==> src/rtl/alu_issue_ctrl.sv <==
// alu_issue_ctrl: multi-cycle issue controller for an external ALU.
// It decodes one 32-bit instruction at a time, reads its operands from a
// 32x32 register file, runs one ALU enable cycle, captures the result and
// writes it back.
//
// Optional feature macro: ALU_ISSUE_ILLEGAL_TRAP_EN
//   defined   - an illegal mode parks the controller in HALT until reset
//   undefined - an illegal mode is dropped after a one-cycle illegal pulse
//
// state  | meaning
// -------+-----------------------------------------------------------------
// s_idle | instr_ready=1, waiting for instr_valid; the instruction is latched
// s_read | operands and mode are read and latched; the mode is legality-checked
// s_exec | alu_en=1 for exactly one cycle; alu_result is captured
// s_wb   | wb_valid=1; R[rd] is written on the edge that leaves this state
// s_halt | (trap build only) illegal held high, only rst_n leaves this state

module alu_issue_ctrl #(
    parameter int NREGS = 32
) (
    input  logic        clk,
    input  logic        rst_n,
    input  logic [31:0] instr,
    input  logic        instr_valid,
    output logic        instr_ready,
    output logic [31:0] alu_op1,
    output logic [31:0] alu_op2,
    output logic [3:0]  alu_mode,
    output logic        alu_en,
    input  logic [31:0] alu_result,
    output logic        wb_valid,
    output logic [4:0]  wb_rd,
    output logic [31:0] wb_data,
    output logic        illegal,
    input  logic [4:0]  dbg_addr,
    output logic [31:0] dbg_data
);

    localparam logic [3:0] MODE_MAX = 4'd10;

`ifdef ALU_ISSUE_ILLEGAL_TRAP_EN
    typedef enum logic [2:0] {
        s_idle = 3'd0,
        s_read = 3'd1,
        s_exec = 3'd2,
        s_wb   = 3'd3,
        s_halt = 3'd4
    } state_t;
`else
    typedef enum logic [2:0] {
        s_idle = 3'd0,
        s_read = 3'd1,
        s_exec = 3'd2,
        s_wb   = 3'd3
    } state_t;
`endif

    state_t      state;
    state_t      state_nxt;

    logic [31:0] instr_q;
    logic [31:0] result_q;
    logic [31:0] regs [NREGS];

    // instruction fields, always taken from the latched word
    logic [3:0]  f_mode;
    logic        f_imm_sel;
    logic [4:0]  f_rd;
    logic [4:0]  f_rs;
    logic [4:0]  f_rt;
    logic [16:0] f_imm17;
    logic        mode_legal;
    logic [31:0] op1_rd;
    logic [31:0] op2_rd;
    logic        accept;

    assign f_mode     = instr_q[31:28];
    assign f_imm_sel  = instr_q[27];
    assign f_rd       = instr_q[26:22];
    assign f_rs       = instr_q[21:17];
    assign f_rt       = instr_q[16:12];
    assign f_imm17    = instr_q[16:0];
    assign mode_legal = (f_mode <= MODE_MAX);

    // R0 is never written, so it already reads as zero; the explicit
    // compare keeps that true even if the array were ever preloaded.
    assign op1_rd = (f_rs == 5'd0) ? 32'd0 : regs[f_rs];
    assign op2_rd = f_imm_sel ? {{15{f_imm17[16]}}, f_imm17}
                              : ((f_rt == 5'd0) ? 32'd0 : regs[f_rt]);

    assign accept   = (state == s_idle) && instr_valid;
    assign dbg_data = (dbg_addr == 5'd0) ? 32'd0 : regs[dbg_addr];

    // write-back fields come straight from the latched instruction/result,
    // both of which reset to zero
    assign wb_rd   = f_rd;
    assign wb_data = result_q;

    // state register
    always_ff @(posedge clk or negedge rst_n) begin
        if (!rst_n) begin
            state <= s_idle;
        end else begin
            state <= state_nxt;
        end
    end

    // instruction latch on the accepting handshake edge
    always_ff @(posedge clk or negedge rst_n) begin
        if (!rst_n) begin
            instr_q <= 32'd0;
        end else if (accept) begin
            instr_q <= instr;
        end
    end

    // ALU operand/mode registers: loaded in READ, held everywhere else
    always_ff @(posedge clk or negedge rst_n) begin
        if (!rst_n) begin
            alu_op1  <= 32'd0;
            alu_op2  <= 32'd0;
            alu_mode <= 4'd0;
        end else if (state == s_read && mode_legal) begin
            alu_op1  <= op1_rd;
            alu_op2  <= op2_rd;
            alu_mode <= f_mode;
        end
    end

    // ALU result capture at the end of the single EXEC cycle
    always_ff @(posedge clk or negedge rst_n) begin
        if (!rst_n) begin
            result_q <= 32'd0;
        end else if (state == s_exec) begin
            result_q <= alu_result;
        end
    end

    // register file: cleared by reset, written on the edge that leaves WB;
    // a reset during WB wins, so an aborted instruction never writes
    always_ff @(posedge clk or negedge rst_n) begin
        if (!rst_n) begin
            for (int i = 0; i < NREGS; i++) begin
                regs[i] <= 32'd0;
            end
        end else if (state == s_wb && f_rd != 5'd0) begin
            regs[f_rd] <= result_q;
        end
    end

    // next-state and per-state control outputs
    always_comb begin
        state_nxt   = state;
        instr_ready = 1'b0;
        alu_en      = 1'b0;
        wb_valid    = 1'b0;
        illegal     = 1'b0;
        case (state)
            s_idle: begin
                instr_ready = 1'b1;
                if (instr_valid) begin
                    state_nxt = s_read;
                end
            end
            s_read: begin
                if (mode_legal) begin
                    state_nxt = s_exec;
                end else begin
                    illegal = 1'b1;
`ifdef ALU_ISSUE_ILLEGAL_TRAP_EN
                    state_nxt = s_halt;
`else
                    state_nxt = s_idle;
`endif
                end
            end
            s_exec: begin
                alu_en    = 1'b1;
                state_nxt = s_wb;
            end
            s_wb: begin
                wb_valid  = 1'b1;
                state_nxt = s_idle;
            end
`ifdef ALU_ISSUE_ILLEGAL_TRAP_EN
            s_halt: begin
                illegal   = 1'b1;
                state_nxt = s_halt;
            end
`endif
            default: begin
                state_nxt = s_idle;
            end
        endcase
    end

endmodule

==> config.mk <==
export PLATFORM = sky130hd
export DESIGN_NAME = alu_issue_ctrl
export DESIGN_NICKNAME = d
export VERILOG_FILES = /design/src/rtl/alu_issue_ctrl.sv
export SDC_FILE = /design/constraint.sdc
export NUM_CORES = 2
export LEC_CHECK = 0
export ABC_CLOCK_PERIOD_IN_PS = 3400
export CORE_ASPECT_RATIO = 0.5
export CORE_MARGIN = 4
export CORE_UTILIZATION = 60
export CTS_BUF_LIST = sky130_fd_sc_hd__clkbuf_16
export CTS_CLUSTER_SIZE = 12
export DETAILED_ROUTE_END_ITERATION = 12
export GPL_TIMING_DRIVEN = 0
export PLACE_DENSITY = 0.78
export SLEW_MARGIN = 15
export SYNTH_ARGS = -nofsm -noshare
export SYNTH_HDL_FRONTEND = slang
export SYNTH_SLANG_ARGS = --single-unit
export TNS_END_PERCENT = 30
==> constraint.sdc <==
create_clock -name clk -period 3.4 [get_ports clk]
set_input_delay 0.68 -clock clk [delete_from_list [all_inputs] [get_ports clk]]
set_output_delay 0.68 -clock clk [all_outputs]
set_load 0.05 [all_outputs]
==> flow_summary.yaml <==
status:
  outcome: "finished, violations left"
  failed_checks: "negative setup slack"
power:
  cellLeakagePower_nw: 33.1
  powerDensity_nw_per_um2: 967
  peakVddDrop_uv: 611
die:
  core_outline_area_um2: 110000
  placementRows: 86
  die_h_um: 244
  design.portCount: 213
  effective_utilization_at_floorplan_pct: 60.6
  fp.dieArea_um2: 117000
  dieWidth_um: 480
setup_path:
  critPathBufInv: 2
  cp_slowest_cell: "sky130_fd_sc_hd__clkbuf_1"
  worstReg2RegStart: "instr_q[21]"
  timing.critical_path.depth: 7
  worstPathArrival_ps: 4280
  slowest_delay_ps: 1000
  criticalPathCategory: "register to register"
  start_kind: "register"
  cp_top_family: "simple AND/OR/NAND/NOR gates"
  reg2reg_setup_slack_ps: -230
  critPathCaptureType: "register"
  worst_ep_required_time_ps: 4050
  r2r_end: "alu_op1[7]"
  crit_path_frequent_cell: "sky130_fd_sc_hd__clkbuf_1"
  critPathMaxFanout: 10
  worst_r2r_path_depth: 7
  cp_cell_sequence: "clkbuf_1 > nor2_1 > nand3b_1 > nand2_1 > clkbuf_1 > a211oi_1 > a22o_1"
logic_synthesis:
  async_flop_share_pct: 100
  most_used_standard_cells_in_the_synthesized_netlist: "1158 x sky130_fd_sc_hd__dfrtp_1, 1070 x sky130_fd_sc_hd__mux2_2, 738 x sky130_fd_sc_hd__mux4_2, 312 x sky130_fd_sc_hd__clkbuf_1, 244 x sky130_fd_sc_hd__mux2i_1"
  synth.distinct_cells: 47
  ys_top_cells_by_area: "sky130_fd_sc_hd__dfrtp_1 43%, sky130_fd_sc_hd__mux4_2 25%, sky130_fd_sc_hd__mux2_2 18%"
  synth-edff-count: 0
  synth-adder-area-share_pct: 0
  parity_gate_share_of_the_synthesized_area_counting_xor_and_xnor_cells_pct: 0
  ys_dominant_reg_cell: "sky130_fd_sc_hd__dfrtp_1"
  synth-seq-cells: 1158
  yosys.area.top_type_share_pct: 43.3
  synth.cell_area_um2: 67000
  yosysTopAreaCell: "sky130_fd_sc_hd__dfrtp_1"
  yosys-mux-area-fraction_pct: 46.6
  synthesis.area_per_instance_um2: 15.0
  combinational_family_with_the_most_area_after_synthesis: "multiplexers"
  synth_simple_gate_area_share_pct: 2.07
  synth_compound_gate_area_share_pct: 4.36
  post_synth_inst_count: 4460
  synthMostInstantiatedCell: "sky130_fd_sc_hd__dfrtp_1"
  syn-num-nets: 4532
  yosysWarningCount: 0
  synth-seq-area-share_pct: 43.3
drt:
  drt_drc_violations_left: 0
  wl_per_cell_um: 43.5
  num_vias: 50992
  antenna_viol_nets_final: 0
  vias_per_cell: 8.00
  drt_first_pass_iters: 6
  drt_wl_total_mm: 277
  detail_route.iter0.violations: 9642
global_routing:
  grt_util_all_layers_pct: 47.0
  grt_remaining_overflow: 0
  grt_start_max_net_pins: 160
  grt_first_pass_wirelength_mm: 381
  antenna_found_initial: 8
  grt_util_met1_pct: 60.6
  grt_util_met3_pct: 28.0
  first_global_vias: 50194
  use_met2_pct: 61.1
  most_used_layer_global_route: "met2"
clock_tree:
  clockBufferDepth: 3
  insertion_delay_ps: 790
  clkTransAtPathRegs_ps: 60
  h-tree-depth: 3
  clockRootBuffer: "sky130_fd_sc_hd__clkbuf_16"
  cts_tree: "yes"
  cts.sinks: 1158
  cts_made_buffers: 110
timing:
  worst_pin_slew_ps: 1440
  fin_skew_ps: 26.9
  min_period_over_period_pct: 107
  max_clock_freq_mhz: 275
  final_period_minus_worst_setup_slack_ps: 3630
  slew_violations: 0
  setup-violations-final: 48
  hold_fails_final_rpt: 0
  slew_headroom_pct: 3.95
  setup_repair_after_global_routing_missed_its_margin: "yes"
  fin_ws_ps: -231
placed_design:
  pre_cts_ws_ps: -2080
  placedInstanceArea_um2: 71200
  port_buffers: 209
  hpwlAfterDp_mm: 193
  gpl_congestion: 1.06
hold_path:
  hold_class: "register to register"
  worst_hold_depth: 2
  holdPathEnd: "alu_mode[2]"
  timing.hold.worst.start: "alu_mode[2]"
cells_and_area:
  final.fill_count: 7542
  final_design_area_no_fill_um2: 76000
  nNetsFinal: 4901
  multiInputGateArea_um2: 35700
  synthToLayoutAreaGrowth_pct: 13.6
  drive_above_1_share_pct: 48.1
  seq_area_um2: 29000
flow_run:
  cap_viol_max_count: 0
[through the flow]
step	hold WS [ps]	power (W)	instances	TNS, ps	utilization (%)
2_1_floorplan	384	0.0451	4460	-7060	-
3_3_place_gp	465	0.0582	6165	-	64.2
3_5_place_dp	467	0.0593	6175	-70040	64.5
4_1_cts	481	0.0710	6350	-893	68.5
5_1_grt	501	0.0746	6366	-1190	68.9
6_report	479	0.0735	6373	-3270	68.9
[worst register-to-register path: cells and delay by family (launching register included)]
kind	cells	cell delay, ps
AOI/OAI and AO/OA	2	510
and+or+nand+nor	3	1340
DFF	1	380
buffers and inverters	2	1270
[logic make-up (layout without fill, tap and decap cells)]
| group | count (synthesis) | count (layout) |
|---|---|---|
| other cells | 0 | 8 |
| flops | 1158 | 1158 |
| buf+inv | 563 | 972 |
| mux | 2060 | 2060 |
| compound gates | 402 | 402 |
| simple gates | 277 | 277 |
[power breakdown]
part	total, W	internal (W)	switching (W)
sequential	0.0234	0.0185	0.00495
combinational	0.0385	0.0157	0.0228
clock	0.0116	0.00583	0.00576
[worst max path at each step]
stage	start	endpoint	slack, ps
finish	instr_q[21]	alu_op1[7]	-230
floorplan	dbg_addr[1]	dbg_data[24]	-310
global placement	rst_n	wb_data[8]	-49710
detailed placement	dbg_addr[1]	dbg_data[8]	-2080
global route	dbg_addr[0]	dbg_data[26]	-80
CTS	dbg_addr[0]	dbg_data[11]	-140
[area by class of cell]
class	instances	area share, %
diodes	8	0.0263
plain buffers	527	4.41
clock buffers	110	3.62
clock inverters	42	0.341
inverters	35	0.173
multi-input cells	2739	46.9
flip-flops and latches	1158	38.1
well taps	1496	2.46
repair buffers	258	3.94
[placed cells by master (no fill, tap or decap), drive strengths merged, types with 4 or more instances in the layout]
| cell | instances |
|---|---|
| dfrtp | 1158 |
| mux2 | 1078 |
| mux4 | 738 |
| clkbuf | 428 |
| buf | 288 |
| mux2i | 244 |
| clkdlybuf4s50 | 174 |
| o22ai | 103 |
| nand2 | 93 |
| a22oi | 66 |
| inv | 65 |
| o21ai | 53 |
| nor2 | 47 |
| nand3b | 40 |
| a22o | 38 |
| a211oi | 38 |
| nand3 | 38 |
| a2111oi | 26 |
| nor4 | 17 |
| a211o | 16 |
| o221ai | 13 |
| a21oi | 13 |
| and2 | 13 |
| clkinv | 11 |
| nor2b | 10 |
| a31oi | 9 |
| o221a | 9 |
| diode | 8 |
| nand2b | 5 |
| nor3 | 5 |
| a21o | 4 |
| a221oi | 4 |
| o31ai | 4 |
[sequential cells by signal, summed over array words and instances, names as in the netlist]
register / cells
regs: 1024
alu_op1: 32
alu_op2: 32
instr_q: 32
wb_data: 32
alu_mode: 4
state: 2
[metal layers]
| layer | vias up | share of wire, % |
|---|---|---|
| li1 | 18329 | - |
| met5 | - | 0.071 |
| met3 | 1144 | 19 |
| met1 | 26518 | 35 |
| met4 | 16 | 7.3 |
| met2 | 4985 | 39 |
[timing repair]
action	CTS	global route
gates cloned	7	2
hold buffers	1	0
hold endpoints to repair	134	0
gates resized for setup	551	93
endpoints found under the setup margin	73	180
setup buffers	15	13
(Power assumes the default switching activity.)
